==> config.mk <==
export PLATFORM = sky130hd
export DESIGN_NAME = adc_spi_master
export DESIGN_NICKNAME = d
export VERILOG_FILES = /design/src/rtl/adc_spi_master.sv
export SDC_FILE = /design/constraint.sdc
export NUM_CORES = 1
export LEC_CHECK = 0
export ABC_AREA = 1
export CAP_MARGIN = 10
export CORE_UTILIZATION = 30
export CTS_BUF_LIST = sky130_fd_sc_hd__clkbuf_2
export DETAILED_ROUTE_END_ITERATION = 8
export GPL_TIMING_DRIVEN = 0
export PLACE_DENSITY = 0.45
export SYNTH_ARGS = -nofsm -noshare
export SYNTH_HDL_FRONTEND = slang
export SYNTH_SLANG_ARGS = --single-unit
export TNS_END_PERCENT = 50
==> constraint.sdc <==
create_clock -name clk -period 3.25 [get_ports clk]
set_input_delay 0.4875 -clock clk [delete_from_list [all_inputs] [get_ports clk]]
set_output_delay 0.4875 -clock clk [all_outputs]
set_load 0.01 [all_outputs]
==> src/rtl/adc_spi_master.sv <==
// Byte-wide SPI master for the ADC configuration bus (SCLK/MOSI/MISO only).
// Ports: clk, rstn, i_tx_byte/i_tx_dv/o_tx_ready in, o_rx_dv/o_rx_byte out, SPI pins.
module adc_spi_master #(
   parameter int CLKS_PER_HALF_BIT = 2,
   parameter int SPI_MODE          = 0
) (
   input  logic       clk,
   input  logic       rstn,
   input  logic [7:0] i_tx_byte,
   input  logic       i_tx_dv,
   output logic       o_tx_ready,
   output logic       o_rx_dv,
   output logic [7:0] o_rx_byte,
   output logic       o_spi_clk,
   output logic       o_spi_mosi,
   input  logic       i_spi_miso
);

   localparam logic [1:0] MODE = 2'(SPI_MODE);
   localparam logic       CPOL = MODE[1];
   localparam logic       CPHA = MODE[0];
   localparam int         CW   = $clog2(CLKS_PER_HALF_BIT + 1);
   localparam logic [CW-1:0] HMAX = CW'(CLKS_PER_HALF_BIT - 1);

   typedef enum logic [1:0] {
      ST_IDLE,
      ST_SHIFT,
      ST_DONE
   } state_t;

   state_t        state_q, state_d;
   logic [7:0]    tx_q, tx_d;
   logic [7:0]    rx_sr_q, rx_sr_d;
   logic [7:0]    rx_byte_q, rx_byte_d;
   logic          rx_dv_q, rx_dv_d;
   logic          rdy_q, rdy_d;
   logic          sclk_q, sclk_d;
   logic          mosi_q, mosi_d;
   logic [CW-1:0] hcnt_q, hcnt_d;
   logic [4:0]    ecnt_q, ecnt_d;

   // ecnt counts SCLK transitions; even values precede a leading edge
   logic          lead;
   logic [2:0]    bidx;
   logic [2:0]    nidx;

   always_comb begin
      state_d   = state_q;
      tx_d      = tx_q;
      rx_sr_d   = rx_sr_q;
      rx_byte_d = rx_byte_q;
      rx_dv_d   = 1'b0;
      rdy_d     = rdy_q;
      sclk_d    = sclk_q;
      mosi_d    = mosi_q;
      hcnt_d    = hcnt_q;
      ecnt_d    = ecnt_q;
      lead      = ~ecnt_q[0];
      bidx      = ecnt_q[3:1];
      nidx      = bidx + 3'd1;

      unique case (state_q)
         ST_IDLE: begin
            if (i_tx_dv && rdy_q) begin
               tx_d    = i_tx_byte;
               rx_sr_d = 8'h00;
               rdy_d   = 1'b0;
               hcnt_d  = '0;
               ecnt_d  = '0;
               state_d = ST_SHIFT;
               // CPHA=0 must present bit7 before the first leading edge
               if (!CPHA) begin
                  mosi_d = i_tx_byte[7];
               end
            end
         end
         ST_SHIFT: begin
            if (hcnt_q == HMAX) begin
               hcnt_d = '0;
               sclk_d = ~sclk_q;
               ecnt_d = ecnt_q + 5'd1;
               if (!CPHA) begin
                  if (lead) begin
                     rx_sr_d = {rx_sr_q[6:0], i_spi_miso};
                  end else if (bidx != 3'd7) begin
                     mosi_d = tx_q[~nidx];
                  end
               end else begin
                  if (lead) begin
                     mosi_d = tx_q[~bidx];
                  end else begin
                     rx_sr_d = {rx_sr_q[6:0], i_spi_miso};
                  end
               end
               if (ecnt_q == 5'd15) begin
                  state_d = ST_DONE;
               end
            end else begin
               hcnt_d = hcnt_q + 1'b1;
            end
         end
         ST_DONE: begin
            rx_byte_d = rx_sr_q;
            rx_dv_d   = 1'b1;
            rdy_d     = 1'b1;
            state_d   = ST_IDLE;
         end
         default: begin
            state_d = ST_IDLE;
            rdy_d   = 1'b1;
            sclk_d  = CPOL;
         end
      endcase
   end

   always_ff @(posedge clk or negedge rstn) begin
      if (!rstn) begin
         state_q   <= ST_IDLE;
         tx_q      <= 8'h00;
         rx_sr_q   <= 8'h00;
         rx_byte_q <= 8'h00;
         rx_dv_q   <= 1'b0;
         rdy_q     <= 1'b1;
         sclk_q    <= CPOL;
         mosi_q    <= 1'b0;
         hcnt_q    <= '0;
         ecnt_q    <= '0;
      end else begin
         state_q   <= state_d;
         tx_q      <= tx_d;
         rx_sr_q   <= rx_sr_d;
         rx_byte_q <= rx_byte_d;
         rx_dv_q   <= rx_dv_d;
         rdy_q     <= rdy_d;
         sclk_q    <= sclk_d;
         mosi_q    <= mosi_d;
         hcnt_q    <= hcnt_d;
         ecnt_q    <= ecnt_d;
      end
   end

   assign o_tx_ready = rdy_q;
   assign o_rx_dv    = rx_dv_q;
   assign o_rx_byte  = rx_byte_q;
   assign o_spi_clk  = sclk_q;
   assign o_spi_mosi = mosi_q;

endmodule

### After elaboration in Yosys (flattened, before gate mapping)

Cells that the tools add are included.
Widths: inputs -> output; s select.

* equal/unequal tests: 11
* reductions and logical operators: 12
* order comparisons: 1
* $add $sub $neg: 3
* multiplexer cells: 26
* bitwise operators: 4

Operator list (number)
* $mux 8: 3
* $pmux 8 s2: 1
* $ne 2x2->1 const B: 6
* $mux 2: 5
* $mux 5: 2
* $pmux 5 s2: 1
* $mux 1: 8
* $pmux 2 s2: 2
* $reduce_and 2->1: 4
* $pmux 1 s2: 3
* $reduce_and 3->1: 2
* $add 5x1->5 const B: 1
* $eq 5x4->1 const B: 1
* $reduce_and 5->1: 1
* $eq 2x1->1 const B: 2
* $lt 3x4->1 const B: 1
* $reduce_and 4->1: 1
* $add 3x1->3 const B: 1
* $bmux 1 s3: 1
* $ne 3x3->1 const B: 1
* $not 1->1: 3
* $not 3->3: 1
* $add 2x1->2 const B: 1
* $eq 2x2->1 const B: 1
* 4 further kinds: 4

* flip-flop bits (word level): 37
* input port bits: 12

### Logic depth before layout (Yosys ltp)

Gate-level depths: netlist (run 1).

* depth in word-level cells: 8
* gate-level depth with buffers: 9

### Least setup slack after synthesis (run 1)

Ideal clock, no wire load.

* path kind: register to register
* from: reg rdy_q, in the netlist o_tx_ready
* to: reg rx_sr_q[0]
* data arrival time: 1.297 ns
* stages on the path, launching flop included: 10
* library setup time: 0.117 ns
* slack: 1.836 ns
* cells stage by stage: dfstp_2 > nand2_1 > inv_1 > nand2_1 > nand2_4 > nand2_4 > a21oi_4 > inv_4 > nand2_1 > nand2_1

* cells in the longest elaborated chain, start to end: 3

Ends and longest elaborated chain
* from (decl): RTL line 36 `logic rdy_q, rdy_d;`
* from (signal assigned): RTL line 134 `rdy_q <= rdy_d;`
* $logic_and 1x1->1: RTL line 64 `if (i_tx_dv && rdy_q) begin`
* $ne 2x2->1 (no source line)
* $reduce_and 4->1 (no source line)
* to (signal assigned): RTL line 131 `rx_sr_q <= rx_sr_d;`
* to (decl): RTL line 33 `logic [7:0] rx_sr_q, rx_sr_d;`

No other way between the ends.
A chain may end at the register's enable or synchronous reset.

### Worst setup path in the final report (run 1)

* from: reg rdy_q, in the netlist o_tx_ready
* to: out o_tx_ready

RTL lines
* to (decl): RTL line 11 `output logic o_tx_ready,`

No word-level cell between the ends.

==> impl_metrics.yaml, run 1 <==
setup_path:
  critical_path.slowest_cell: "dfstp_2"
  cp-end-kind: "output port"
  critical-path-top-delay-family: "flip-flops"
  crit_buf_inv: 1
  setup.worst_path.start_class: "flop"
  worstPathMaxFanout: 3
  critical-path-max-stage-delay_ns: 0.58
  crit_path_cell_trace: "clkdlybuf4s50_1"
  crit_arrival_ns: 1.49
  crit_type: "reg2out"
  critPathRequiredTime_ns: 2.76
timing:
  report.final.setup_viol: 0
  finalCriticalPeriod_ns: 1.97
  finalSetupTns_ns: 0
  clock_skew_ns: 0.0312
  grt_setup_unrepaired: "no"
  timing_worst_slew_pin_value_ns: 0.819
  hold_viol: 0
  period_share: 0.607
  maxSlewHeadroom: 0.454
  finalMaxSlewViolations: 0
  timing.fmax_ghz: 0.507
flow_run:
  max_cap_violations: 0
global_routing:
  grt_remaining_overflow: 0
  grt_first_pass_wirelength_mm: 5.73
  grt_max_degree: 38
  first_global_vias: 1291
  groute.usage.overall: 0.127
  antenna_violations_before_repair: 0
final_layout:
  drive_gt1_frac: 0.0796
  areaGrowthSynthToFinish_pct: 21.3
  finalNetCount: 241
  layout.cells.most_common_list: "67 x nand2_1, 36 x dfrtp_1, 29 x inv_1"
  n_antenna_cell: 0
  layout.cells.most_common: "nand2_1"
die:
  floorplan.initialDensity: 0.317
  floorplan.die.height_um: 76.2
  core-area_sq_um: 5200
  die_outline_area_sq_um: 5810
  placement_rows: 26
  fp.dieW_um: 76.2
  ios: 24
detailed_routing:
  drcViolationCount: 0
  wire_per_inst_um: 11.0
  final_antenna_net_count: 0
  detailroute.via_count: 1266
  detailedRoute.firstIterationViolations: 50
  drt-total-wl_mm: 3.25
  route.detailed.vias_per_inst: 4.28
  firstDrtPassIters: 3
synth:
  synth_seq_cells: 37
  synth.top_cells.by_area: "dfrtp_1 55%, nand2_1 15%, inv_1 6.6%"
  yosys.area.top_type: "dfrtp_1"
  synthesized_netlist_net_count: 211
  synth.cell_area_sq_um: 1650
  yosys.cell_types.count: 21
  yosysTopAreaCellShare: 0.545
  synth-seq-area-share: 0.561
  syn_area_per_cell_sq_um: 8.47
  ys_warn_count: 0
  synthesis.instances: 195
power_and_ir_drop:
  totalPowerFinal_mw: 1.28
  power-per-cell-area_nw_per_um2: 638
  power.static_leakage_nw: 1.02
  peakVddDrop_uv: 317
  sequentialPowerShare: 0.506
  p_switching_mw: 0.475
  comb_power_share: 0.334
  clockPowerShare: 0.159
  power_report.internal_total_mw: 0.803
  switching_share_of_total_power: 0.371
clocking:
  cts_num_sinks: 37
  cts_repair_resize_count: 0
  cts_tree: "built"
  tritoncts.num_buffers: 5
  clkTransAtPathRegs_ns: 0.20
  cts_hold_repair.buffers: 0
  clock-root-buffer: "clkbuf_2"
  postCtsSetupRepairBufs: 0
  ctsHtreeMaxLevel: 2
  clock_tree.buffer_depth: 2
  clk_latency_ns: 0.39
min_path:
  worstHoldPathType: "in2async"
placed_design:
  hpwlAfterDp_mm: 2.35
  place_congestion: 0.780
  number_of_input_and_output_port_buffers_inserted: 23
outcome:
  run_status: "complete, no violations"
power by group through the flow:
stage	Clock (mW)	Sequential, mW	Combinational (mW)
2_1_floorplan	0	0.644	0.300
3_3_place_gp	0	0.652	0.431
3_5_place_dp	0	0.657	0.435
4_1_cts	0.219	0.648	0.438
5_1_grt	0.234	0.665	0.499
6_report	0.204	0.647	0.427
path summary, 6_finish.rpt:
check,slack [ns],endpoint,depth (start not counted),from
min reg2reg,0.49,o_rx_byte[1],2,o_rx_byte[1]
max,1.28,o_tx_ready,1,o_tx_ready
min,0.16,ecnt_q[1],1,rstn
max reg2reg,1.58,tx_q[4],6,o_tx_ready
min in group clk,0.49,o_rx_byte[1],2,o_rx_byte[1]
max in group asynchronous,2.55,ecnt_q[3],1,rstn
cell usage after synthesis:
master and count:
nor3_1 1, a21oi_1 2, nand2_4 2, dfrtp_1 36, clkbuf_1 1, ha_1 4, nand4_1 1, a21oi_4 1
o211ai_1 1, nor2_1 8, nand2_1 67, o21ai_0 15, dfstp_2 1, nor2_2 1, nor2_4 1, inv_1 29
inv_4 1, inv_2 2, o22ai_1 1, nand3_1 19, buf_2 1
flip-flops by register name, indices dropped and copies added, names as in the netlist:
signal / flops
o_rx_byte: 8
rx_sr_q: 8
tx_q: 8
ecnt_q: 5
hcnt_q: 2
state_q: 2
o_rx_dv: 1
o_spi_clk: 1
o_spi_mosi: 1
o_tx_ready: 1
through the flow:
step	instance area, sq um	utilization	setup slack, ns	hold WS [ns]	instances
5_1_grt	2000	0.385	1.20	0.196	296
2_1_floorplan	1650	-	1.84	0.192	195
6_report	2000	0.385	1.28	0.161	296
4_1_cts	2000	0.385	1.23	0.177	296
3_3_place_gp	1970	0.378	0.821	0.452	288
3_5_place_dp	1960	0.377	1.12	0.460	288
cell families (layout without fill, tap and decap cells):
| logic type | after synthesis | in the layout | share of synthesized area |
|---|---|---|---|
| AO/OA/AOI/OAI | 20 | 20 | 0.0697 |
| buffers and inverters | 34 | 65 | 0.0795 |
| flip-flops | 37 | 37 | 0.561 |
| AND/OR/NAND/NOR | 100 | 100 | 0.259 |
| adder cells (fa/ha/maj) | 4 | 4 | 0.0303 |
area by class of cell:
class	instances	area, sq um
inverter	32	123
sequential	37	927
clock inverter	1	3.75
timing repair buffer	23	225
clock buffer	7	35.0
buffer	2	8.76
multi-input combinational	124	593
tap	70	87.6
fill	564	3200
per-layer routing:
metal	up-vias	GRT usage	share of wire
met1	576	0.139	0.45
li1	664	-	-
met2	20	0.226	0.49
met3	6	0.0395	0.042
met4	0	0.0519	0.018
met5	-	0	0
Note: power is estimated with default switching activity, not from simulation.
==> run 2: changes to the inputs <==
PLACE_DENSITY = 0.47   (was 0.45)
clock period = 1.6 ns   (was 3.25 ns; I/O delays follow)
==> impl_metrics.yaml, run 2 (synthesized netlist as in run 1, its figures left out) <==
min_path:
  worstHoldPathType: "in2reg"
  hold-path-cell-count: 3
  timing.hold.worst.start: "i_tx_byte[6]"
  timing.hold.worst_endpoint: "tx_q[6]"
setup_path:
  worst_r2r_startpoint: "o_tx_ready"
  timing.reg2reg.setup_slack_ns: 0.09
  rr_endpoint: "rx_sr_q[5]"
  critical-path-max-stage-delay_ns: 0.59
  critPathRequiredTime_ns: 1.96
  crit_path_cell_trace: "nand2_1 -> inv_2 -> nand2_4 -> nand2_4 -> nand2_4 -> buf_4 -> a21oi_2 -> nand3_1 -> nand2_1"
  critical-path-top-delay-family: "flip-flops"
  critPathMostFrequentCell: "nand2_4"
  cp_num_cells: 9
  setup.worst_path.start: "o_tx_ready"
  rr_worst_depth: 9
  critical_path.slowest_cell: "dfstp_2"
  crit_buf_inv: 2
  crit_type: "reg2reg"
  worstPathMaxFanout: 5
  cp-end-kind: "flop"
  setup.worst_path.start_class: "flop"
  crit_arrival_ns: 1.87
die:
  core-area_sq_um: 5200
  ios: 24
  placement_rows: 26
  floorplan.initialDensity: 0.317
  fp.dieW_um: 76.2
  floorplan.die.height_um: 76.2
  die_outline_area_sq_um: 5810
power_and_ir_drop:
  switching_share_of_total_power: 0.365
  peakVddDrop_uv: 668
  clockPowerShare: 0.204
  power_report.internal_total_mw: 1.77
  power.static_leakage_nw: 1.16
  totalPowerFinal_mw: 2.80
  p_switching_mw: 1.02
  comb_power_share: 0.321
  sequentialPowerShare: 0.475
  power-per-cell-area_nw_per_um2: 1330
clocking:
  clk_latency_ns: 0.39
  clock-root-buffer: "clkbuf_2"
  clock_tree.buffer_depth: 2
  tritoncts.num_buffers: 5
  clkTransAtPathRegs_ns: 0.19
  cts_num_sinks: 37
  ctsHtreeMaxLevel: 2
  cts_tree: "built"
detailed_routing:
  drt-total-wl_mm: 3.39
  drcViolationCount: 0
  detailroute.via_count: 1280
  route.detailed.vias_per_inst: 4.27
  detailedRoute.firstIterationViolations: 61
  firstDrtPassIters: 4
  wire_per_inst_um: 11.3
  final_antenna_net_count: 0
placed_design:
  number_of_input_and_output_port_buffers_inserted: 23
  dp.cells: 288
  place_congestion: 0.749
  dp_slack_ns: -0.343
  hpwlAfterDp_mm: 2.27
timing:
  hold_viol: 0
  finalWorstSetupSlack_ns: 0.0894
  finalCriticalPeriod_ns: 1.51
  clock_skew_ns: 0.0177
  finalSetupTns_ns: 0
  maxSlewHeadroom: 0.441
  timing_worst_slew_pin_value_ns: 0.838
  finalMaxSlewViolations: 0
  grt_setup_unrepaired: "no"
  period_share: 0.944
  timing.fmax_ghz: 0.662
  report.final.setup_viol: 0
final_layout:
  final_cell_count_no_fill: 300
  n_antenna_cell: 0
  drive_gt1_frac: 0.130
  fillCellCount: 554
  areaGrowthSynthToFinish_pct: 27.2
  finalNetCount: 246
  layout.cells.most_common: "nand2_1"
  layout.cells.most_common_list: "64 x nand2_1, 34 x dfrtp_1, 27 x inv_1"
global_routing:
  grt_first_pass_wirelength_mm: 5.75
  first_global_vias: 1218
  grt_max_degree: 38
  antenna_violations_before_repair: 0
  groute.usage.overall: 0.128
  grt_remaining_overflow: 0
outcome:
  run_status: "complete, no violations"
flow_run:
  max_cap_violations: 0
==> run 2: through the flow <==
stage / utilization / instance area [sq um] / hold slack, ns
floorplan: - / 1650 / -0.0556
global placement: 0.378 / 1970 / 0.453
detailed placement: 0.377 / 1960 / 0.406
CTS: 0.391 / 2030 / 0.344
global route: 0.404 / 2100 / 0.324
finish: 0.404 / 2100 / 0.373
==> run 2: power groups by stage <==
stage          logic, mW  clock network, mW  registers, mW
2_1_floorplan      0.610                  0           1.31
5_1_grt             1.05              0.645           1.37
4_1_cts            0.869              0.601           1.31
3_3_place_gp       0.875                  0           1.33
6_report           0.897              0.570           1.33
3_5_place_dp       0.884                  0           1.33
==> run 2: worst max-delay path by stage <==
stage,to,slack [ns]
4_1_cts,rx_sr_q[0],0.001
5_1_grt,rx_sr_q[2],0.003
2_1_floorplan,rx_sr_q[0],0.19
6_report,rx_sr_q[5],0.09
3_5_place_dp,tx_q[4],-0.34
3_3_place_gp,o_spi_clk,-0.66
==> run 2: worst min-delay path: stages <==
cell,delay (ns)
clkdlybuf4s50_1,0.39
nand2_1,0.06
o21ai_0,0.06
==> run 2: repair_timing <==
action,in CTS,in global routing
cloned,0,1
resized for setup,5,17
setup endpoints to repair,20,25
endpoints found under the hold margin,36,0
hold buffers,1,0
pin swaps,0,1
buffers inserted,0,3
==> run 2: cell type report <==
cell class,count,area [sq um],share of cell area
Buffer,2,10.0,0.00476
Clock buffer,5,25.0,0.0119
Clock inverter,2,35.0,0.0167
Inverter,32,123,0.0584
Multi-Input combinational cell,125,614,0.292
Sequential cell,37,930,0.443
Tap cell,70,87.6,0.0417
Timing Repair Buffer,27,277,0.132
==> run 2: metal layers <==
metal	wire length (um)	up-vias	track usage
met5	0	-	0
met4	31	0	0.0404
met3	149	4	0.0479
met2	1550	22	0.193
met1	1650	581	0.171
li1	-	673	-
==> run 3: changes to the inputs <==
CELL_PAD_IN_SITES_DETAIL_PLACEMENT = 0   (was unset)
CELL_PAD_IN_SITES_GLOBAL_PLACEMENT = 1   (was unset)
PLACE_DENSITY = 0.68   (was 0.47)
==> impl_metrics.yaml, run 3 (synthesized netlist as in run 1, its figures left out) <==
detailed_routing:
  detailroute.via_count: 1277
  firstDrtPassIters: 4
  drt-total-wl_mm: 3.06
  drcViolationCount: 0
  detailedRoute.firstIterationViolations: 31
  wire_per_inst_um: 10.2
  route.detailed.vias_per_inst: 4.27
  final_antenna_net_count: 0
clocking:
  clkTransAtPathRegs_ns: 0.21
  ctsHtreeMaxLevel: 2
  tritoncts.num_buffers: 5
  clock-root-buffer: "clkbuf_2"
  cts_tree: "built"
  clock_tree.buffer_depth: 2
  clk_latency_ns: 0.41
  cts_num_sinks: 37
final_layout:
  final_core_util: 0.397
  areaGrowthSynthToFinish_pct: 25.2
  final_cell_count_no_fill: 299
  layout.cells.most_common: "nand2_1"
  layout.cells.most_common_list: "66 x nand2_1, 33 x dfrtp_1, 28 x inv_1"
  n_antenna_cell: 0
  drive_gt1_frac: 0.118
  finalNetCount: 244
timing:
  maxSlewHeadroom: 0.458
  timing_worst_slew_pin_value_ns: 0.813
  finalMaxSlewViolations: 0
  grt_setup_unrepaired: "no"
  clock_skew_ns: 0.0329
  timing.fmax_ghz: 0.680
  finalCriticalPeriod_ns: 1.47
  period_share: 0.919
  hold_viol: 0
  report.final.setup_viol: 0
placed_design:
  number_of_input_and_output_port_buffers_inserted: 23
  place_congestion: 0.729
  dp.cells: 288
  hpwlAfterDp_mm: 2.16
power_and_ir_drop:
  peakVddDrop_uv: 681
  power.static_leakage_nw: 1.14
  power-per-cell-area_nw_per_um2: 1270
setup_path:
  crit_arrival_ns: 1.80
  crit_type: "reg2reg"
  critPathRequiredTime_ns: 1.93
  critical-path-max-stage-delay_ns: 0.50
  setup.worst_path.start_class: "flop"
  critPathMostFrequentCell: "ha_1"
  cp-end-kind: "flop"
  crit_buf_inv: 1
  critical_path.slowest_cell: "dfrtp_2"
  crit_path_cell_trace: "ha_1 -> ha_1 -> o21ai_0 -> nand3_1 -> nand2_1 -> inv_1 -> a21oi_1"
  worstPathMaxFanout: 7
  critical-path-top-delay-family: "flip-flops"
  worst_r2r_startpoint: "ecnt_q[1]"
  setup.worst_path.start: "ecnt_q[1]"
die:
  die_outline_area_sq_um: 5810
  floorplan.initialDensity: 0.317
  fp.dieW_um: 76.2
  floorplan.die.height_um: 76.2
  ios: 24
  placement_rows: 26
  core-area_sq_um: 5200
min_path:
  worstHoldPathType: "in2reg"
  timing.hold.worst.start: "i_tx_byte[6]"
global_routing:
  first_global_vias: 1224
  antenna_violations_before_repair: 0
  grt_first_pass_wirelength_mm: 5.40
  grt_remaining_overflow: 0
  grt_max_degree: 38
  groute.usage.overall: 0.118
outcome:
  run_status: "complete, no violations"
flow_run:
  max_cap_violations: 0
## run 3: power breakdown
part	internal [mW]	switching (mW)	total, mW
clock	0.109	0.319	0.428
combinational	0.388	0.499	0.886
sequential	1.15	0.168	1.31
total	1.64	0.985	2.63
## run 3: area by class of cell
cell class,instances,area (sq um)
Buffer,1,5.00
Clock buffer,6,30.0
Clock inverter,2,11.3
Fill cell,557,3140
Inverter,32,123
Multi-Input combinational cell,124,603
Sequential cell,37,931
Tap cell,70,87.6
Timing Repair Buffer,27,277
## run 3: final timing paths
kind / slack [ns] / cells past startpoint / to
setup reg to reg: 0.13 / 7 / o_spi_mosi
hold reg to reg: 0.49 / 2 / o_rx_byte[2]
min in group asynchronous: 0.42 / 2 / o_rx_byte[7]
hold / removal: 0.38 / 3 / tx_q[6]
setup / recovery: 0.13 / 7 / o_spi_mosi
max in group asynchronous: 0.58 / 2 / ecnt_q[0]
## run 3: worst reg2reg max path, stage by stage (launching register included)
cell	delay [ns]
dfrtp_2	0.50
ha_1	0.25
ha_1	0.19
o21ai_0	0.16
nand3_1	0.12
nand2_1	0.08
inv_1	0.03
a21oi_1	0.10
## run 3: routing by layer
layer / part of all wire / up-vias / GRT usage
met4: 0.016 / 0 / 0.0462
li1: - / 673 / -
met2: 0.45 / 22 / 0.193
met1: 0.49 / 575 / 0.145
met3: 0.037 / 7 / 0.0359
met5: 0 / - / 0
## run 3: stage by stage
stage	power (mW)	worst slack (ns)	hold WS, ns	instance area [sq um]	setup TNS (ns)
2_1_floorplan	1.92	0.186	-0.0556	1650	0
3_3_place_gp	2.20	-0.607	0.453	1970	-26.04
3_5_place_dp	2.21	-0.263	0.395	1960	-3.69
4_1_cts	2.67	0.00291	0.355	2020	0
5_1_grt	2.87	0.00596	0.367	2070	0
6_report	2.63	0.129	0.382	2070	0
## run 3: what timing repair did
item,CTS,global route
hold buffers,1,0
resized for setup,3,16
hold endpoints to repair,36,0
endpoints found under the setup margin,20,28
buffers inserted,2,1
